### src/rtl/serial_adder_if.sv
// serial_adder_if: operand/result bundle between a requester and the bit-serial adder.
interface serial_adder_if #(parameter int WIDTH = 8);
  logic start;
  logic [WIDTH-1:0] a_in;
  logic [WIDTH-1:0] b_in;
  logic cin;
  logic busy;
  logic done;
  logic [WIDTH-1:0] sum;
  logic cout;
  logic sum_bit;
  modport master(output start, a_in, b_in, cin, input busy, done, sum, cout, sum_bit);
  modport slave(input start, a_in, b_in, cin, output busy, done, sum, cout, sum_bit);
endinterface

### src/rtl/serial_adder.sv
// serial_adder: one full_adder reused over WIDTH clocks, LSB first, carry held in a flop.
module full_adder (
  input  logic a,
  input  logic b,
  input  logic c,
  output logic Sum,
  output logic Carry
);
  assign Sum = a ^ b ^ c;
  assign Carry = (a & b) | (c & (a ^ b));
endmodule

module serial_adder #(parameter int WIDTH = 8) (
  input logic clk,
  input logic rst_n,
  serial_adder_if.slave bus
);
  localparam int CW = $clog2(WIDTH + 1);
  localparam logic [1:0] S_IDLE = 2'd0, S_SHIFT = 2'd1, S_DONE = 2'd2;
  logic [1:0] state;
  logic [WIDTH-1:0] sa, sb, acc, acc_nxt;
  logic [CW-1:0] cnt;
  logic carry_q, s, co, accept, last;
  full_adder fa (.a(sa[0]), .b(sb[0]), .c(carry_q), .Sum(s), .Carry(co));
  assign accept = bus.start && state != S_SHIFT;
  assign last = cnt == CW'(WIDTH - 1);
  // shift form keeps WIDTH=1 legal where a part-select would reverse
  assign acc_nxt = (acc >> 1) | (WIDTH'(s) << (WIDTH - 1));
  assign bus.busy = state == S_SHIFT;
  assign bus.done = state == S_DONE;
  assign bus.sum_bit = bus.busy & s;
  always_ff @(posedge clk or negedge rst_n) begin
    if (!rst_n) begin
      state <= S_IDLE;
      sa <= '0;
      sb <= '0;
      acc <= '0;
      cnt <= '0;
      carry_q <= 1'b0;
      bus.sum <= '0;
      bus.cout <= 1'b0;
    end else if (accept) begin
      sa <= bus.a_in;
      sb <= bus.b_in;
      carry_q <= bus.cin;
      cnt <= '0;
      acc <= '0;
      state <= S_SHIFT;
    end else if (state == S_SHIFT) begin
      carry_q <= co;
      acc <= acc_nxt;
      sa <= sa >> 1;
      sb <= sb >> 1;
      cnt <= cnt + 1'b1;
      if (last) begin
        bus.sum <= acc_nxt;
        bus.cout <= co;
        state <= S_DONE;
      end
    end else begin
      state <= S_IDLE;
    end
  end
endmodule

### src/flat_wrapper.sv
// flat-port wrapper written by rule: the top's interface ports become plain ports
module serial_adder_flat 
#(parameter int WIDTH = 8)
  (clk, rst_n, bus_start, bus_a_in, bus_b_in, bus_cin, bus_busy, bus_done, bus_sum, bus_cout, bus_sum_bit);
  serial_adder_if #(.WIDTH(WIDTH)) bus_i ();
  input logic clk;
  input logic rst_n;
  input wire logic [$bits(bus_i.start)-1:0] bus_start;
  input wire logic [$bits(bus_i.a_in)-1:0] bus_a_in;
  input wire logic [$bits(bus_i.b_in)-1:0] bus_b_in;
  input wire logic [$bits(bus_i.cin)-1:0] bus_cin;
  output wire logic [$bits(bus_i.busy)-1:0] bus_busy;
  output wire logic [$bits(bus_i.done)-1:0] bus_done;
  output wire logic [$bits(bus_i.sum)-1:0] bus_sum;
  output wire logic [$bits(bus_i.cout)-1:0] bus_cout;
  output wire logic [$bits(bus_i.sum_bit)-1:0] bus_sum_bit;
  assign bus_i.start = bus_start;
  assign bus_i.a_in = bus_a_in;
  assign bus_i.b_in = bus_b_in;
  assign bus_i.cin = bus_cin;
  assign bus_busy = bus_i.busy;
  assign bus_done = bus_i.done;
  assign bus_sum = bus_i.sum;
  assign bus_cout = bus_i.cout;
  assign bus_sum_bit = bus_i.sum_bit;
  serial_adder #(.WIDTH(WIDTH)) u_core (.clk(clk), .rst_n(rst_n), .bus(bus_i));
endmodule
### config.mk
export PLATFORM = sky130hd
export DESIGN_NAME = serial_adder_flat
export DESIGN_NICKNAME = d
export VERILOG_FILES = /design/src/rtl/serial_adder_if.sv /design/src/rtl/serial_adder.sv /design/src/flat_wrapper.sv
export SDC_FILE = /design/constraint.sdc
export NUM_CORES = 1
export LEC_CHECK = 0
export CORE_MARGIN = 4
export CORE_UTILIZATION = 50
export CTS_CLUSTER_SIZE = 20
export DETAILED_ROUTE_END_ITERATION = 12
export GPL_TIMING_DRIVEN = 0
export PLACE_DENSITY = 0.77
export SLEW_MARGIN = 20
export SYNTH_ARGS = -nofsm -noshare
export SYNTH_HDL_FRONTEND = slang
export SYNTH_SLANG_ARGS = --single-unit
### constraint.sdc
create_clock -name clk -period 1.69 [get_ports clk]
set_clock_uncertainty 0.1 [all_clocks]
set_input_delay 0.507 -clock clk [delete_from_list [all_inputs] [get_ports clk]]
set_output_delay 0.507 -clock clk [all_outputs]
set_load 0.02 [all_outputs]
==> summary.txt <==
Setup path
  • Crit-path max FO: 2
  • CP Launch Type: flop
  • Data arrival, critical path: about 1.5 ns
  • Kind of critical path: flop to output port
  • Required @ worst endpoint: 1.08 ns
  • CP endpoint kind: output port

Clock network
  • CTS tree: built
  • Sink Count: 39
  • Clk pin slew, worst setup/hold paths: 0.11 ns
  • Root Driver: clkbuf_4
  • CTS H-tree lvls: 2
  • TritonCTS Buffers: 5
  • Max Root-Sink Buffers: 2
  • Worst skew pair latency: 0.33 ns
  • Hold buffer count at CTS: 0

Pwr
  • Pleak: 1.043 nW
  • Pwr per Cell Area: 1728 mW/mm^2
  • Peak VDD IR: between 0.0007 and 0.0008 V
  • Sw frac: a little under two fifths
  • Logic pwr share: 44.9%
  • Part of the power in registers: 41.5%
  • Clock power frac: 13.6%
  • Pint: approximately 0.0024 W
  • P_sw: between 0.001 and 0.0015 W

Synth
  • Sequential share of the synthesized area: 56.20%
  • Number of register bits inferred by synthesis: 39
  • Syn. warnings: 0
  • Cell area after synthesis: about 0.0017 mm^2
  • Primary FF master, synth: dfrtp_1
  • Post-Syn Area per Cell: 11.66 um^2
  • Synth async-reset ratio: 100.0%
  • Synth unique cells: 24
  • EDFF count, synth: 0
  • Syn Inst Count: 149
  • Post-Syn Nets: between 150 and 200

Timing
  • Maximum clock frequency: between 400 and 500 MHz
  • Setup slack after layout: -0.4272 ns
  • Relative slew slack: 66.86%
  • Setup violations, final: 2
  • Fin crit period: about 2.1 ns
  • Final hold vios: 0
  • RSZ-0062 raised after global routing: true
  • Max-slew violation count: 0
  • Worst-Margin Slew: 0.4971 ns
  • Fin crit share: 125.3%

Route
  • Starting DRT DRC Count: 19
  • Via density: ~5
  • DRT antenna net count: 0
  • DRC: 0
  • Initial DRT Pass Iterations: 4
  • Vias after detailed routing: 1,180
  • DRT Wirelength: 3.235 mm
  • Average wire per standard cell: 13.77 um

Hold path
  • Worst Hold Class: input pin to asynchronous set/reset pin

Die
  • Core area: 0.003337 mm^2
  • Width of the die: 66.94 um
  • Initial Utilization: 52.04%
  • Die area: 0.004480 mm^2
  • Row cnt: 21
  • IO Count: 32
  • Die H: 66.94 um

Place
  • Half-perimeter wire length after placement: roughly 2.5 mm
  • Placer Congestion: 0.8304
  • Pre-CTS WS: -0.6365 ns
  • Placed Cells: between 200 and 250
  • Port buffer count: 30

Outcome
  • Failing checks: negative setup slack
  • Status: finished with violations

Final layout
  • Layout Cells excl Fill: around 240
  • Area delta synth->final: 26.59%
  • Ratio of cells with drive above 1 in the final layout: 19.05%
  • Antenna Diode Count: 0
  • FF/Latch Area: just under 0.001 mm^2
  • Finished Core Util: approximately 66%
  • Filler instances: 282
  • Footprint of the multi-input gates: 689.4 um^2
  • Fin nets: 210

Global routing
  • Vias in the first global route: about 1.2k
  • Antenna violations before repair: 0
  • Global-route wire length before repair: 5.457 mm
  • Gr usage total: 16.82%
  • Largest net degree at the start of global routing: 21
  • Gr ovfl total: 0

Flow run
  • Max Cap Viol: 0
[power groups by stage]
stage / sequential, W / clock [W] / combinational (W)
after floorplan: 0.00166 / 0 / 0.00102
after CTS: 0.00158 / 0.000537 / 0.00171
after global placement: 0.00157 / 0 / 0.00162
after global routing: 0.00164 / 0.000574 / 0.00189
final: 0.00158 / 0.000515 / 0.00171
after detailed placement: 0.00160 / 0 / 0.00170
[what timing repair did]
item | 4_1_cts | 5_1_grt
pin swaps | 1 | 1
setup endpoints to repair | 12 | 7
resized for setup | 26 | 7
setup buffers | 2 | 0
[final cells by class]
class / count / area share [%]
clock buffers: 8 / 3.130
well taps: 46 / 2.618
flip-flops and latches: 39 / 44.39
inverters: 6 / 1.252
multi-input cells: 95 / 31.36
repair buffers: 33 / 14.85
plain buffers: 8 / 2.390
[synthesized netlist by cell type, types with 3 or more instances]
library cell,instances,area share (%)
nand2_1,23,5.0
buf_2,5,1.4
mux2i_1,19,11
dfrtp_1,39,56
nand2b_1,7,2.5
clkbuf_1,3,0.65
mux2_4,6,5.2
nor2_1,5,1.1
mux2_2,3,1.9
o21ai_0,21,6.1
inv_1,5,1.1
[metal layers]
metal | wire length, um | track usage, %
met1 | 1446 | 19.89
met2 | 1577 | 28.71
met3 | 150 | 4.047
met4 | 61 | 7.595
met5 | 0 | 0
[logic make-up after synthesis]
kind of cell             count (synthesis)  synth area share (%)
AO/OA/AOI/OAI                           25                 7.853
flip-flops                              39                 56.20
XOR/XNOR                                 1                0.5044
multiplexers                            28                 18.08
AND/OR/NAND/NOR                         39                 10.81
adder cells (fa/ha/maj)                  2                 1.873
buffers and inverters                   15                 4.683
[through the flow]
step / hold slack [ns] / TNS [ns] / area, um^2 / power, W
6_report: 0.02470 / -0.5196 / 2198 / 0.003798
4_1_cts: 0.02498 / -0.5770 / 2190 / 0.003828
3_5_place_dp: 0.3714 / -1.230 / 2125 / 0.003299
5_1_grt: 0.04306 / -0.6763 / 2198 / 0.004102
3_3_place_gp: 0.3621 / -35.19 / 2102 / 0.003193
2_1_floorplan: 0.1114 / 0 / 1744 / 0.002673
[cell usage in the layout, fill, tap and decap left out, drive strengths merged, types with 4 or more instances in the layout]
cell type | netlist | layout
clkdlybuf4s15 | 0 | 5
o21ai | 21 | 21
dfrtp | 39 | 39
clkdlybuf4s50 | 0 | 17
nand2 | 23 | 23
dlygate4sd2 | 0 | 4
nor2 | 5 | 5
nand2b | 8 | 8
mux2 | 9 | 9
clkbuf | 3 | 10
buf | 6 | 13
inv | 6 | 6
mux2i | 19 | 19
[critical path: stages (launching register included)]
cell and delay [ns]:
dfrtp_1 0.37, inv_2 0.05, fa_2 0.60, nor2_4 0.04
buf_6 0.12
[flip-flops by register name, indices dropped and copies added (netlist names)]
signal / count
u_core.acc: 7
u_core.bus.cout: 1
u_core.bus.sum: 8
u_core.carry_q: 1
u_core.cnt: 4
u_core.sa: 8
u_core.sb: 8
u_core.state: 2
[path summary, 6_finish.rpt]
| check | from | endpoint | slack, ns | cells after the start |
|---|---|---|---|---|
| max | u_core.sa[0]$_DFFE_PN0P_ | bus_sum_bit | -0.43 | 4 |
| min | rst_n | u_core.bus.sum[4]$_DFFE_PN0P_ | 0.02 | 1 |
| max reg2reg | u_core.state[1]$_DFFE_PN0P_ | u_core.bus.sum[6]$_DFFE_PN0P_ | 0.07 | 5 |
| min reg2reg | u_core.sb[5]$_DFFE_PN0P_ | u_core.sb[4]$_DFFE_PN0P_ | 0.40 | 2 |
| max in group asynchronous | rst_n | u_core.carry_q$_DFFE_PN0P_ | 1.00 | 2 |
| min in group clk | u_core.sb[5]$_DFFE_PN0P_ | u_core.sb[4]$_DFFE_PN0P_ | 0.40 | 2 |
Power figures use the tool's default switching activity.
